$ cat src/rtl/task_issue_queue_pkg.sv
// Shared NPU task-queue definitions: descriptor width, class encodings and
// default queue sizing used by the issue queue and its FIFOs.
package task_issue_queue_pkg;

   localparam int NPU_TASK_W       = 16;
   localparam int NPU_QUEUE_DEPTH  = 16;
   localparam int NPU_STARVE_LIMIT = 8;

   typedef enum logic {
      PRIO_LO = 1'b0,
      PRIO_HI = 1'b1
   } task_prio_e;

   typedef enum logic [1:0] {
      GRANT_NONE = 2'd0,
      GRANT_HI   = 2'd1,
      GRANT_LO   = 2'd2
   } grant_e;

endpackage

$ cat src/rtl/task_issue_queue_if.sv
// Bundle of the decode-side push port, load-balancer issue port, flush and
// occupancy/status signals of the task issue queue.
interface task_issue_queue_if #(
   parameter int DATA_W = 16,
   parameter int CNT_W  = 5
);
   logic [DATA_W-1:0] in_data;
   logic              in_prio;
   logic              in_valid;
   logic              in_ready;
   logic [DATA_W-1:0] out_data;
   logic              out_valid;
   logic              out_ready;
   logic              flush;
   logic [CNT_W-1:0]  hi_count;
   logic [CNT_W-1:0]  lo_count;
   logic [15:0]       issued_cnt;

   modport master (
      output in_data, in_prio, in_valid, out_ready, flush,
      input  in_ready, out_data, out_valid, hi_count, lo_count, issued_cnt
   );

   modport slave (
      input  in_data, in_prio, in_valid, out_ready, flush,
      output in_ready, out_data, out_valid, hi_count, lo_count, issued_cnt
   );
endinterface

$ cat src/rtl/task_issue_queue_sync_fifo_cnt.sv
// Single-clock FIFO with an occupancy count; full/empty come from the count,
// so pointers may wrap freely. Flush clears pointers and count.
module sync_fifo_cnt #(
   parameter int DATA_W = 16,
   parameter int DEPTH  = 16,
   parameter int CNT_W  = $clog2(DEPTH) + 1
) (
   input  logic              clk,
   input  logic              rst_n,
   input  logic              flush,
   input  logic              push,
   input  logic [DATA_W-1:0] wr_data,
   input  logic              pop,
   output logic [DATA_W-1:0] rd_data,
   output logic [CNT_W-1:0]  count
);
   localparam int PTR_W = $clog2(DEPTH);

   logic [DATA_W-1:0] mem [DEPTH];
   logic [PTR_W-1:0]  wr_ptr;
   logic [PTR_W-1:0]  rd_ptr;
   logic              do_push;
   logic              do_pop;

   assign do_push = push && !flush && (count != CNT_W'(DEPTH));
   assign do_pop  = pop  && !flush && (count != '0);
   assign rd_data = mem[rd_ptr];

   always_ff @(posedge clk) begin
      if (do_push) begin
         mem[wr_ptr] <= wr_data;
      end
   end

   // Simultaneous push and pop leave the count unchanged.
   always_ff @(posedge clk or negedge rst_n) begin
      if (!rst_n) begin
         wr_ptr <= '0;
         rd_ptr <= '0;
         count  <= '0;
      end else if (flush) begin
         wr_ptr <= '0;
         rd_ptr <= '0;
         count  <= '0;
      end else begin
         if (do_push) begin
            wr_ptr <= wr_ptr + PTR_W'(1);
         end
         if (do_pop) begin
            rd_ptr <= rd_ptr + PTR_W'(1);
         end
         case ({do_push, do_pop})
            2'b10:   count <= count + CNT_W'(1);
            2'b01:   count <= count - CNT_W'(1);
            default: count <= count;
         endcase
      end
   end

endmodule

$ cat src/rtl/task_issue_queue.sv
// Two-class task issue queue: per-class FIFOs feeding a registered output
// stage, strict high priority bounded by an anti-starvation grant limit.
module task_issue_queue
   import task_issue_queue_pkg::*;
#(
   parameter int DATA_W       = NPU_TASK_W,
   parameter int DEPTH        = NPU_QUEUE_DEPTH,
   parameter int STARVE_LIMIT = NPU_STARVE_LIMIT
) (
   input logic              clk,
   input logic              rst_n,
   task_issue_queue_if.slave bus
);
   localparam int CNT_W = $clog2(DEPTH) + 1;
   localparam int STV_W = $clog2(STARVE_LIMIT + 1);

   logic [CNT_W-1:0]  hi_count;
   logic [CNT_W-1:0]  lo_count;
   logic [DATA_W-1:0] hi_rd_data;
   logic [DATA_W-1:0] lo_rd_data;
   logic              in_ready_c;
   logic              hi_push;
   logic              lo_push;
   logic              hi_avail;
   logic              lo_avail;
   logic              load_en;
   grant_e            grant;

   logic [DATA_W-1:0] out_data_q;
   logic              out_valid_q;
   logic [15:0]       issued_q;
   logic [STV_W-1:0]  starve_cnt;

   // Readiness looks only at the requested class, so one full class never
   // blocks the other.
   assign in_ready_c = !bus.flush &&
                       ((bus.in_prio == PRIO_HI) ? (hi_count != CNT_W'(DEPTH))
                                                 : (lo_count != CNT_W'(DEPTH)));
   assign hi_push  = bus.in_valid && in_ready_c && (bus.in_prio == PRIO_HI);
   assign lo_push  = bus.in_valid && in_ready_c && (bus.in_prio == PRIO_LO);
   assign hi_avail = (hi_count != '0);
   assign lo_avail = (lo_count != '0);
   assign load_en  = (!out_valid_q || bus.out_ready) && (hi_avail || lo_avail);

   always_comb begin
      grant = GRANT_NONE;
      if (load_en) begin
         if (lo_avail && (!hi_avail || (starve_cnt == STV_W'(STARVE_LIMIT)))) begin
            grant = GRANT_LO;
         end else if (hi_avail) begin
            grant = GRANT_HI;
         end
      end
   end

   sync_fifo_cnt #(.DATA_W(DATA_W), .DEPTH(DEPTH), .CNT_W(CNT_W)) u_hi_fifo (
      .clk     (clk),
      .rst_n   (rst_n),
      .flush   (bus.flush),
      .push    (hi_push),
      .wr_data (bus.in_data),
      .pop     (grant == GRANT_HI),
      .rd_data (hi_rd_data),
      .count   (hi_count)
   );

   sync_fifo_cnt #(.DATA_W(DATA_W), .DEPTH(DEPTH), .CNT_W(CNT_W)) u_lo_fifo (
      .clk     (clk),
      .rst_n   (rst_n),
      .flush   (bus.flush),
      .push    (lo_push),
      .wr_data (bus.in_data),
      .pop     (grant == GRANT_LO),
      .rd_data (lo_rd_data),
      .count   (lo_count)
   );

   // A handshake in the flush cycle still counts as issued; flush only
   // discards what is buffered.
   always_ff @(posedge clk or negedge rst_n) begin
      if (!rst_n) begin
         out_data_q  <= '0;
         out_valid_q <= 1'b0;
         issued_q    <= '0;
         starve_cnt  <= '0;
      end else begin
         if (out_valid_q && bus.out_ready) begin
            issued_q <= issued_q + 16'd1;
         end
         if (bus.flush) begin
            out_valid_q <= 1'b0;
            starve_cnt  <= '0;
         end else begin
            case (grant)
               GRANT_HI: begin
                  out_data_q  <= hi_rd_data;
                  out_valid_q <= 1'b1;
               end
               GRANT_LO: begin
                  out_data_q  <= lo_rd_data;
                  out_valid_q <= 1'b1;
               end
               default: begin
                  if (bus.out_ready) begin
                     out_valid_q <= 1'b0;
                  end
               end
            endcase
            if (!lo_avail || (grant == GRANT_LO)) begin
               starve_cnt <= '0;
            end else if (grant == GRANT_HI) begin
               starve_cnt <= starve_cnt + STV_W'(1);
            end
         end
      end
   end

   assign bus.in_ready   = in_ready_c;
   assign bus.out_data   = out_data_q;
   assign bus.out_valid  = out_valid_q;
   assign bus.hi_count   = hi_count;
   assign bus.lo_count   = lo_count;
   assign bus.issued_cnt = issued_q;

endmodule

$ cat src/flat_wrapper.sv
// flat-port wrapper written by rule: the top's interface ports become plain ports
module task_issue_queue_flat import task_issue_queue_pkg::*;
#(
   parameter int DATA_W       = NPU_TASK_W,
   parameter int DEPTH        = NPU_QUEUE_DEPTH,
   parameter int STARVE_LIMIT = NPU_STARVE_LIMIT
)
  (clk, rst_n, bus_in_data, bus_in_prio, bus_in_valid, bus_out_ready, bus_flush, bus_in_ready, bus_out_data, bus_out_valid, bus_hi_count, bus_lo_count, bus_issued_cnt);
  task_issue_queue_if #(.DATA_W(DATA_W), .CNT_W(5)) bus_i ();
  input logic clk;
  input logic rst_n;
  input wire logic [$bits(bus_i.in_data)-1:0] bus_in_data;
  input wire logic [$bits(bus_i.in_prio)-1:0] bus_in_prio;
  input wire logic [$bits(bus_i.in_valid)-1:0] bus_in_valid;
  input wire logic [$bits(bus_i.out_ready)-1:0] bus_out_ready;
  input wire logic [$bits(bus_i.flush)-1:0] bus_flush;
  output wire logic [$bits(bus_i.in_ready)-1:0] bus_in_ready;
  output wire logic [$bits(bus_i.out_data)-1:0] bus_out_data;
  output wire logic [$bits(bus_i.out_valid)-1:0] bus_out_valid;
  output wire logic [$bits(bus_i.hi_count)-1:0] bus_hi_count;
  output wire logic [$bits(bus_i.lo_count)-1:0] bus_lo_count;
  output wire logic [$bits(bus_i.issued_cnt)-1:0] bus_issued_cnt;
  assign bus_i.in_data = bus_in_data;
  assign bus_i.in_prio = bus_in_prio;
  assign bus_i.in_valid = bus_in_valid;
  assign bus_i.out_ready = bus_out_ready;
  assign bus_i.flush = bus_flush;
  assign bus_in_ready = bus_i.in_ready;
  assign bus_out_data = bus_i.out_data;
  assign bus_out_valid = bus_i.out_valid;
  assign bus_hi_count = bus_i.hi_count;
  assign bus_lo_count = bus_i.lo_count;
  assign bus_issued_cnt = bus_i.issued_cnt;
  task_issue_queue #(.DATA_W(DATA_W), .DEPTH(DEPTH), .STARVE_LIMIT(STARVE_LIMIT)) u_core (.clk(clk), .rst_n(rst_n), .bus(bus_i));
endmodule
$ cat config.mk
export PLATFORM = sky130hd
export DESIGN_NAME = task_issue_queue_flat
export DESIGN_NICKNAME = d
export VERILOG_FILES = /design/src/rtl/task_issue_queue_pkg.sv /design/src/rtl/task_issue_queue_if.sv /design/src/rtl/task_issue_queue_sync_fifo_cnt.sv /design/src/rtl/task_issue_queue.sv /design/src/flat_wrapper.sv
export SDC_FILE = /design/constraint.sdc
export NUM_CORES = 1
export LEC_CHECK = 0
export CORE_ASPECT_RATIO = 1.4
export CORE_MARGIN = 2
export CORE_UTILIZATION = 50
export CTS_BUF_LIST = sky130_fd_sc_hd__clkbuf_8
export DETAILED_ROUTE_END_ITERATION = 8
export GPL_ROUTABILITY_DRIVEN = 0
export PLACE_DENSITY_LB_ADDON = 0.08
export SKIP_LAST_GASP = 1
export SYNTH_ARGS = -nofsm -noshare
export SYNTH_HDL_FRONTEND = slang
export SYNTH_SLANG_ARGS = --single-unit
$ cat constraint.sdc
create_clock -name clk -period 4.65 [get_ports clk]
set_input_delay 1.395 -clock clk [delete_from_list [all_inputs] [get_ports clk]]
set_output_delay 1.395 -clock clk [all_outputs]
set_load 0.005 [all_outputs]
==> flow_summary.toml <==
[worst_setup_path]
worst_path_max_delay_cell = "clkdlybuf4s50_1"
worst_setup_path_end_kind = "output pin"
path_max_fanout = 4
critPathMostFrequentCell = "clkdlybuf4s50_1"
crit_type = "in -> out"
worstSetupStartpointType = "input port"
arrival_ns = 2.79
required_ns = 3.25
critical_path.cell_chain = "clkdlybuf4s50_1 > nor2_1 > a311oi_1 > clkdlybuf4s50_1"
max_stage_delay_ns = 0.55

[power_and_ir_drop]
swShare_pct = 26.1
comb_power_share_pct = 17.1
seqPwrFrac_pct = 50.0
power_per_cell_area_nw_per_um2 = 459
intPower_w = 0.00893
ir_worst_vdd_mv = 0.253
power.switching_w = 0.00315
leakage_nw = 8.56
clock_power_share_pct = 32.8

[global_routing]
grt_pass1_vias = 12200
grt.total_usage_pct = 21.7
grt_max_degree = 38
grt_overflow_total = 0
antenna_found_initial = 1
grt_pass1_wl_um = 75300

[timing]
clock_skew_ns = 0.0373
setup_viol = 0
max_freq_mhz = 239
slew_violations = 0
slew_headroom_pct = 17.9
setup_tns_ns = 0
period_needed_ns = 4.18
rsz0062_at_grt = "no"
setup_slack_ns = 0.469
worst_slew_pin_slew_ns = 1.23
fin_crit_sh_pct = 89.9
hold_viol_final = 0

[yosys]
ys_warn_count = 0
syn_inst = 1195
ys.flop_type = "edfxtp_1"
synth.distinct_cells = 56
syn_nets = 1236
ys_ff_latch = 575
synth-edff-count = 512
syn_avg_cell_area_um2 = 19.3
synth_area_um2 = 23000
synth-seq-area-share_pct = 73.6
synthArstFlopShare_pct = 11.0

[clock_tree]
clk_latency_ns = 0.67
clock_sinks = 575
cts_tree = "built"
clockBufferDepth = 3
cts-buffers-inserted = 86
cts_root_buf = "clkbuf_8"
post_cts.repair.setup_buffers = 0
cts_hold_buffers = 0
htreeDepth = 3
cts_resized = 0
cts.reportedPaths.clkPinSlew_ns = 0.06

[floorplanning]
core_um2 = 45700
ioPinCount = 66
initial_core_util_pct = 50.3
dieArea_um2 = 47800
num_rows = 93
die_x_um = 185
die_h_um = 258

[layout]
layout-drive-gt1-share_pct = 23.4
syn2layout_area_growth_pct = 14.3
n_fill_cell = 3483
final_cell_mix = "edfxtp_1, mux4_2, clkbuf_8"
nets = 1380
stdcell_count = 2029
layout_commonest_cell = "edfxtp_1"

[route]
vias = 11500
via_per_inst = 5.68
drt-total-wl_um = 49500
dr.pass1.iters = 5
drc = 0
drtAntennaViolNets = 0
first_iter_violations = 815
wire_per_inst_um = 24.4

[placed_design]
post-place-ws_ns = 0.157
placedCellCount = 1868
dp_hpwl_um = 29700
io_buffers = 65

[job]
maxCapViolations = 0

[hold_path]
hp-class = "reg -> reg"

[outcome]
status = "complete, no violations"
==> cell usage after synthesis, types with 3 or more instances <==
| library cell | n | area [um^2] |
|---|---|---|
| a31o_2 | 3 | 26.3 |
| and3_1 | 8 | 50.1 |
| ha_1 | 19 | 238 |
| dfrtp_1 | 63 | 1580 |
| nand2b_1 | 7 | 43.8 |
| xnor2_1 | 19 | 166 |
| and2_1 | 13 | 81.3 |
| xor2_1 | 15 | 131 |
| mux2i_1 | 46 | 460 |
| mux4_2 | 123 | 2770 |
| nand4_1 | 8 | 50.1 |
| a221oi_1 | 21 | 184 |
| buf_6 | 3 | 33.8 |
| a31oi_1 | 6 | 37.5 |
| o21ai_0 | 10 | 50.1 |
| a22oi_1 | 25 | 188 |
| nand2_1 | 26 | 97.6 |
| or4_1 | 3 | 22.5 |
| nand3_1 | 11 | 55.1 |
| inv_1 | 14 | 52.6 |
| buf_2 | 13 | 65.1 |
| buf_4 | 7 | 52.6 |
| o211a_1 | 7 | 70.1 |
| buf_1 | 6 | 22.5 |
| clkbuf_1 | 35 | 131 |
| nor2b_1 | 8 | 50.1 |
| nand3b_1 | 4 | 30.0 |
| nor3_1 | 16 | 80.1 |
| a21oi_1 | 40 | 200 |
| nor2_1 | 66 | 248 |
| edfxtp_1 | 512 | 15400 |
| o31ai_1 | 4 | 30.0 |
| and4_1 | 4 | 35.0 |
==> through the flow <==
step	area (um^2)	power (W)	hold slack (ns)	util (%)
finish	26300	0.0121	0.470	57.5
global route	26300	0.0127	0.482	57.5
CTS	26300	0.0123	0.479	57.5
detailed placement	24600	0.00826	0.470	53.9
global placement	24600	0.00824	0.462	53.9
floorplan	23000	0.00748	0.468	-
==> power by group through the flow <==
stage	Combinational (W)	Clock, W	Sequential, W
2_1_floorplan	0.00150	0	0.00598
3_3_place_gp	0.00208	0	0.00616
3_5_place_dp	0.00210	0	0.00616
5_1_grt	0.00227	0.00431	0.00608
6_report	0.00207	0.00397	0.00605
4_1_cts	0.00211	0.00409	0.00605
==> layer usage <==
layer | vias up | part of all wire (%) | wire length [um] | GRT usage, %
met1 | 6054 | 41 | 20100 | 27.9
met2 | 239 | 53 | 26400 | 38.0
met5 | - | 0 | 0 | 0
li1 | 5155 | - | - | -
met3 | 67 | 3.9 | 1920 | 3.37
met4 | 0 | 2.0 | 970 | 7.16
==> final cells by class <==
type                            instances  area (um^2)  share of cell area (%)
Inverter                               15         56.3                   0.214
Clock buffer                           97         1340                    5.07
Sequential cell                       575        17000                    64.5
Timing Repair Buffer                  120         1070                    4.08
Multi-Input combinational cell        541         5770                    21.9
Clock inverter                         63          340                    1.29
Antenna cell                            1         2.50                 0.00951
Tap cell                              617          772                    2.93
==> critical path: cells and delay by family <==
kind | cells | cell delay [ns]
AO/OA/AOI/OAI | 1 | 0.24
buffers and inverters | 2 | 1.08
AND/OR/NAND/NOR | 1 | 0.07
==> kinds of logic after synthesis <==
| family | Yosys count | share of synthesized area, % |
|---|---|---|
| adders and majority gates | 19 | 1.03 |
| xor gates and xnor gates | 35 | 1.36 |
| and+or+nand+nor | 186 | 4.21 |
| buffers and inverters | 79 | 1.57 |
| AOI/OAI and AO/OA | 131 | 4.09 |
| muxes | 170 | 14.1 |
| DFF | 575 | 73.6 |
==> flip-flops by register name, indices dropped and copies added, names as in the netlist <==
register,count
u_core.u_hi_fifo.mem,256
u_core.u_hi_fifo.count,5
u_core.u_lo_fifo.wr_ptr,4
u_core.u_lo_fifo.count,5
u_core.u_lo_fifo.rd_ptr,4
u_core.bus.issued_cnt,16
u_core.u_hi_fifo.wr_ptr,4
u_core.u_lo_fifo.mem,256
u_core.bus.out_data,16
u_core.u_hi_fifo.rd_ptr,4
u_core.bus.out_valid,1
u_core.starve_cnt,4
==> final timing paths <==
| path | start | end | slack, ns | cells after the start |
|---|---|---|---|---|
| worst max-delay path | bus_in_prio | bus_in_ready | 0.47 | 4 |
| worst min-delay path | u_core.bus.issued_cnt[15] | u_core.bus.issued_cnt[15] | 0.47 | 1 |
| worst max register to register | u_core.u_lo_fifo.count[1] | u_core.u_hi_fifo.count[4] | 0.77 | 16 |
| worst min register to register | u_core.bus.issued_cnt[15] | u_core.bus.issued_cnt[15] | 0.47 | 1 |
| max in group asynchronous | rst_n | u_core.u_hi_fifo.rd_ptr[1] | 3.04 | 2 |
| min in group asynchronous | rst_n | u_core.bus.out_data[10] | 0.73 | 1 |
No activity file was read; power rests on OpenSTA's default activity.
